--- config.mk ---
export PLATFORM = sky130hd
export DESIGN_NAME = modulo_arbiter
export DESIGN_NICKNAME = d
export VERILOG_FILES = /design/src/rtl/rans_mod_pkg.sv /design/src/rtl/rr_arbiter.sv /design/src/rtl/modulo_arbiter.sv
export SDC_FILE = /design/constraint.sdc
export NUM_CORES = 1
export LEC_CHECK = 0
export ABC_CLOCK_PERIOD_IN_PS = 14140
export CELL_PAD_IN_SITES_DETAIL_PLACEMENT = 1
export CELL_PAD_IN_SITES_GLOBAL_PLACEMENT = 2
export CORE_AREA = 2 2 308 310
export DETAILED_ROUTE_END_ITERATION = 6
export DIE_AREA = 0 0 310 312
export GPL_ROUTABILITY_DRIVEN = 0
export PLACE_DENSITY = 0.67
export SYNTH_ARGS = -nofsm -noshare
export SYNTH_HDL_FRONTEND = slang
export SYNTH_SLANG_ARGS = --single-unit
export TNS_END_PERCENT = 1
--- constraint.sdc ---
create_clock -name clock -period 14.14 [get_ports clock]
set_input_delay 4.242 -clock clock [delete_from_list [all_inputs] [get_ports clock]]
set_output_delay 4.242 -clock clock [all_outputs]
set_load 0.05 [all_outputs]
--- src/rtl/rans_mod_pkg.sv ---
// Shared types and defaults for the rANS modulo arbiter.
// State encoding and lane-pointer helper used by the arbiter FSM.
package rans_mod_pkg;

   localparam int W_DEF       = 64;
   localparam int TIMEOUT_DEF = 200;

   typedef enum logic [1:0] {
      IDLE   = 2'd0,
      LAUNCH = 2'd1,
      WAIT   = 2'd2,
      RESP   = 2'd3
   } mod_arb_state_t;

   function automatic int ptr_next(input int idx, input int n);
      return (idx + 1 >= n) ? 0 : idx + 1;
   endfunction

endpackage

--- src/rtl/rr_arbiter.sv ---
// Round-robin grant: first requesting lane at or after the pointer.
// Produces a one-hot grant plus the binary index of the winner.
module rr_arbiter #(
   parameter int N_REQ = 4,
   parameter int ID_W  = $clog2(N_REQ)
) (
   input  logic [N_REQ-1:0] i_req,
   input  logic [ID_W-1:0]  i_ptr,
   output logic [N_REQ-1:0] o_gnt,
   output logic [ID_W-1:0]  o_idx,
   output logic             o_any
);

   logic            w_hit_hi;
   logic            w_hit_lo;
   logic [ID_W-1:0] w_idx_hi;
   logic [ID_W-1:0] w_idx_lo;

   // Descending scan: the last hit written is the lowest index.
   always_comb begin
      w_hit_hi = 1'b0;
      w_hit_lo = 1'b0;
      w_idx_hi = '0;
      w_idx_lo = '0;
      for (int j = N_REQ - 1; j >= 0; j--) begin
         if (i_req[j]) begin
            w_hit_lo = 1'b1;
            w_idx_lo = ID_W'(j);
            if (ID_W'(j) >= i_ptr) begin
               w_hit_hi = 1'b1;
               w_idx_hi = ID_W'(j);
            end
         end
      end
   end

   assign o_any = w_hit_lo;
   assign o_idx = w_hit_hi ? w_idx_hi : w_idx_lo;
   assign o_gnt = w_hit_lo ? (N_REQ'(1) << o_idx) : '0;

endmodule

--- src/rtl/modulo_arbiter.sv ---
// Shares one modulo unit between N_REQ rANS lanes, round-robin.
// Sequences the unit reset/run/valid protocol and returns x mod z.
module modulo_arbiter
   import rans_mod_pkg::*;
#(
   parameter int W       = W_DEF,
   parameter int N_REQ   = 4,
   parameter int ID_W    = $clog2(N_REQ),
   parameter int TIMEOUT = TIMEOUT_DEF
) (
   input  logic               clock,
   input  logic               reset_n,
   input  logic [N_REQ-1:0]   req_valid,
   output logic [N_REQ-1:0]   req_ready,
   input  logic [N_REQ*W-1:0] req_x,
   input  logic [N_REQ*W-1:0] req_z,
   output logic               rsp_valid,
   input  logic               rsp_ready,
   output logic [ID_W-1:0]    rsp_id,
   output logic [W-1:0]       rsp_rem,
   output logic               rsp_zdiv,
   output logic               rsp_err,
   output logic               busy,
   output logic               mod_reset,
   output logic [W/2-1:0]     mod_x_high,
   output logic [W/2-1:0]     mod_x_low,
   output logic [W/2-1:0]     mod_z_high,
   output logic [W/2-1:0]     mod_z_low,
   input  logic               mod_valid_out,
   input  logic [W/2-1:0]     mod_res_high,
   input  logic [W/2-1:0]     mod_res_low
);

   localparam int CNT_W = $clog2(TIMEOUT + 1);

   mod_arb_state_t r_state;
   mod_arb_state_t w_state_nxt;

   logic [ID_W-1:0]  r_rr_ptr;
   logic [ID_W-1:0]  r_id;
   logic [W-1:0]     r_x;
   logic [W-1:0]     r_z;
   logic [W-1:0]     r_rem;
   logic             r_zdiv;
   logic             r_err;
   logic [CNT_W-1:0] r_cnt;

   logic [N_REQ-1:0] w_gnt;
   logic [ID_W-1:0]  w_gidx;
   logic             w_any;
   logic [W-1:0]     w_sel_x;
   logic [W-1:0]     w_sel_z;
   logic             w_zero;
   logic             w_grant;
   logic             w_cap;
   logic             w_tmo;

   rr_arbiter #(
      .N_REQ (N_REQ),
      .ID_W  (ID_W)
   ) u_rr (
      .i_req (req_valid),
      .i_ptr (r_rr_ptr),
      .o_gnt (w_gnt),
      .o_idx (w_gidx),
      .o_any (w_any)
   );

   always_comb begin
      w_sel_x = '0;
      w_sel_z = '0;
      for (int i = 0; i < N_REQ; i++) begin
         if (w_gidx == ID_W'(i)) begin
            w_sel_x = req_x[i*W +: W];
            w_sel_z = req_z[i*W +: W];
         end
      end
   end

   assign w_zero  = (w_sel_z == '0);
   assign w_grant = (r_state == IDLE) && w_any;

   // First WAIT cycle may see a valid left over from the previous run.
   assign w_cap = (r_state == WAIT) && (r_cnt != '0) && mod_valid_out;
   assign w_tmo = (r_state == WAIT) && !w_cap
                  && (r_cnt == CNT_W'(TIMEOUT));

   always_comb begin
      w_state_nxt = r_state;
      unique case (r_state)
         IDLE: begin
            if (w_any) begin
               w_state_nxt = w_zero ? RESP : LAUNCH;
            end
         end
         LAUNCH: w_state_nxt = WAIT;
         WAIT: begin
            if (w_cap || w_tmo) begin
               w_state_nxt = RESP;
            end
         end
         RESP: begin
            if (rsp_ready) begin
               w_state_nxt = IDLE;
            end
         end
         default: w_state_nxt = IDLE;
      endcase
   end

   always_ff @(posedge clock or negedge reset_n) begin
      if (!reset_n) begin
         r_state  <= IDLE;
         r_rr_ptr <= '0;
         r_id     <= '0;
         r_x      <= '0;
         r_z      <= '0;
         r_rem    <= '0;
         r_zdiv   <= 1'b0;
         r_err    <= 1'b0;
         r_cnt    <= '0;
      end else begin
         r_state <= w_state_nxt;
         if (w_grant) begin
            r_x      <= w_sel_x;
            r_z      <= w_sel_z;
            r_id     <= w_gidx;
            r_rr_ptr <= ID_W'(ptr_next(int'(w_gidx), N_REQ));
            if (w_zero) begin
               r_rem  <= w_sel_x;
               r_zdiv <= 1'b1;
            end
         end
         if (r_state == LAUNCH) begin
            r_cnt <= '0;
         end
         if (r_state == WAIT) begin
            r_cnt <= r_cnt + CNT_W'(1);
         end
         if (w_cap) begin
            r_rem <= {mod_res_high, mod_res_low};
         end else if (w_tmo) begin
            r_rem <= '0;
            r_err <= 1'b1;
         end
         if ((r_state == RESP) && rsp_ready) begin
            r_zdiv <= 1'b0;
            r_err  <= 1'b0;
         end
      end
   end

   assign req_ready  = (r_state == IDLE) ? w_gnt : '0;
   assign rsp_valid  = (r_state == RESP);
   assign rsp_id     = r_id;
   assign rsp_rem    = r_rem;
   assign rsp_zdiv   = r_zdiv;
   assign rsp_err    = r_err;
   assign busy       = (r_state != IDLE);
   assign mod_reset  = (r_state != WAIT);
   assign mod_x_high = r_x[W-1:W/2];
   assign mod_x_low  = r_x[W/2-1:0];
   assign mod_z_high = r_z[W-1:W/2];
   assign mod_z_low  = r_z[W/2-1:0];

endmodule

==> flow_metrics.py <==
metrics = {
    "synth": {
        "yosys_warnings": 0,
        "synth_top_cell_by_area": "dfrtp_1",
        "ys_seq_area_share_pct": 43.0,
        "synth_edf_count": 0,
        "synth_commonest_cells": "nand2_1 (275), dfrtp_1 (208), a221oi_1 (128), clkbuf_1 (109), o22ai_1 (98)",
        "syn-num-nets": 1990,
        "ys_types": 37,
        "synth-main-ff-cell": "dfrtp_1",
        "synth_top_area_share_pct": 43.0,
        "yosysMostFrequentCell": "nand2_1",
        "synthCells": 1397,
        "async_reset_ff_share_pct": 100,
        "synth_area_leaders": "dfrtp_1 (43%), a221oi_1 (9.3%), nand2_1 (8.5%)",
        "netlist_area_sq_um": 12100,
        "avgSynthCellArea_sq_um": 8.66,
        "ys_seq_elements": 208,
    },
    "route": {
        "drtIter0Drc": 812,
        "vias": 14900,
        "drtAntennaViolNets": 0,
        "vias_per_cell": 4.40,
        "avgRoutedWirePerCell_um": 26.9,
        "wl_mm": 91.1,
        "drc": 0,
        "dr.pass1.iters": 5,
    },
    "layout": {
        "final_area_sq_um": 22300,
        "nNetsFinal": 2691,
        "drive_gt1_share_pct": 7.17,
        "syn_to_final_growth_pct": 84.1,
        "post-route-util_pct": 23.9,
        "final.fill_count": 10900,
        "instances_no_fill": 3389,
    },
    "clock_tree": {
        "cts_setup_buffers": 0,
        "insertion_delay_ns": 0.60,
        "cts.sinks": 208,
        "cts_made_buffers": 29,
        "cts_tree": "built",
        "clk_path_buf_depth": 3,
        "path_clk_slew_ns": 0.06,
        "cts-resized-gates": 0,
        "cts_hold_buf": 0,
        "cts_root_buf": "clkbuf_16",
        "cts_max_level": 1,
    },
    "place": {
        "io_buffers": 786,
        "pre_cts_ws_ns": 2.22,
        "hpwl_mm": 71.4,
        "dp.cells": 3320,
        "dpl_cell_area_sq_um": 21200,
    },
    "setup_path": {
        "cp_slowest_cell": "clkdlybuf4s50_1",
        "crit_buf_inv": 5,
        "path_cells": "clkdlybuf4s50_1 > a21oi_1 > o21a_1 > o22ai_1 > inv_1 > ha_4 > inv_2 > buf_4 > nor2_1 > clkdlybuf4s50_1",
        "timing.rr.start": "r_rr_ptr[1]",
        "startpoint_type": "input pin",
        "end_kind": "primary output",
        "cp.required_ns": 9.90,
        "critPathMaxStageDelay_ns": 0.74,
        "crit_arrival_ns": 7.71,
        "crit_top_cell": "clkdlybuf4s50_1",
        "crit_type": "input pin to primary output",
        "crit_fanout": 65,
        "startpoint": "req_valid[0]",
        "crit_family": "buffers and inverters",
    },
    "sta": {
        "relSlewSlack_pct": 31.5,
        "hold_slack_ns": 0.479,
        "clock_skew_ns": 0.0145,
        "setup_viol": 0,
        "min_period_over_period_pct": 84.5,
        "rsz0062_at_grt": "no",
        "fin_crit_ns": 11.95,
        "report.final.slew_viol_count": 0,
        "hold_violations": 0,
        "fin_setup_tns_ns": 0,
        "fmax_mhz": 83.7,
        "layout_setup_ws_ns": 2.19,
        "worst_pin_slew_ns": 1.03,
    },
    "die": {
        "die_area_sq_um": 96700,
        "row_count": 112,
        "ios": 787,
        "die_h_um": 312,
        "core_area_sq_um": 93000,
        "initial_core_util_pct": 13.0,
        "fp.dieW_um": 310,
    },
    "global_route": {
        "grt_max_degree": 170,
        "antenna_found_initial": 28,
        "gr-total-overflow": 0,
        "grt_pass1_wl_mm": 125,
        "grt_use_total_pct": 18.0,
        "first_global_vias": 16000,
    },
    "worst_hold_path": {
        "min_from": "r_z[35]",
        "hp-class": "flop to flop",
    },
    "power_and_ir_drop": {
        "p_per_area_nw_per_um2": 241,
        "ir_drop_mv": 0.111,
        "power.total_mw": 5.36,
        "cellLeakagePower_nw": 8.08,
    },
    "run_status": {
        "status": "completed",
    },
    "job": {
        "maxCapViolCount": 0,
    },
}
-- registers in the layout, summed over array words and instances (netlist names) --
signal	flops
r_cnt	8
r_rr_ptr	2
r_state	2
r_x	64
r_z	64
rsp_err	1
rsp_id	2
rsp_rem	64
rsp_zdiv	1
-- kinds of logic after synthesis --
logic type                 synth area share [%]
xor gates and xnor gates                  0.145
and+or+nand+nor                            19.1
muxes                                     0.166
AOI/OAI and AO/OA                          31.0
buffers and inverters                      5.57
adders and majority gates                 0.931
DFF                                        43.0
-- cell usage in the layout (no fill, tap or decap), types with 23 or more instances in the layout --
cell and count:
o31ai_1 64, nor3_1 64, o21ai_0 73, nand2_1 275, clkdlybuf4s50_1 785, a21oi_1 74, a221oi_1 128, dfrtp_1 208
nand3_1 69, nor2b_1 65, clkbuf_16 29, buf_4 23, o221a_2 59, o22ai_1 98
-- routing by layer --
layer | part of all wire (%) | GRT usage (%) | vias to the layer above | wire length [um]
li1 | - | - | 6757 | -
met1 | 40 | 21.2 | 7440 | 36700
met2 | 49 | 31.5 | 614 | 44700
met3 | 7.9 | 5.15 | 101 | 7220
met4 | 2.6 | 4.94 | 16 | 2370
met5 | 0.13 | 0 | - | 115
-- report_power, final --
group          internal, mW  switching [mW]
Sequential            0.876           0.175
Clock                 0.467           0.325
Combinational          1.15            2.37
-- worst reg2reg max path: cells and delay by family (launching register included) --
kind | cells | cell delay, ns
AOI/OAI and AO/OA | 7 | 2.39
adders and majority gates | 1 | 0.33
buffers and inverters | 4 | 1.68
DFF | 1 | 0.45
and+or+nand+nor | 3 | 1.33
-- final cells by class --
cell class	count	area [sq um]	share of cell area [%]
inverters	15	56.3	0.253
flip-flops and latches	208	5200	23.4
repair buffers	812	8090	36.4
diodes	14	35.0	0.157
well taps	1254	1570	7.05
multi-input cells	1032	6300	28.3
clock buffers	41	881	3.96
clock inverters	13	123	0.551
-- path summary, 6_finish.rpt --
| check | end | slack, ns | cells after the start |
|---|---|---|---|
| min in group asynchronous | rsp_rem[32] | 3.61 | 1 |
| max | req_ready[3] | 2.19 | 10 |
| max reg2reg | rsp_rem[14] | 7.90 | 15 |
| max in group asynchronous | r_z[7] | 8.31 | 3 |
| min | r_z[35] | 0.48 | 2 |
| min reg2reg | r_z[35] | 0.48 | 2 |
Note: power is estimated with default switching activity, not from simulation.
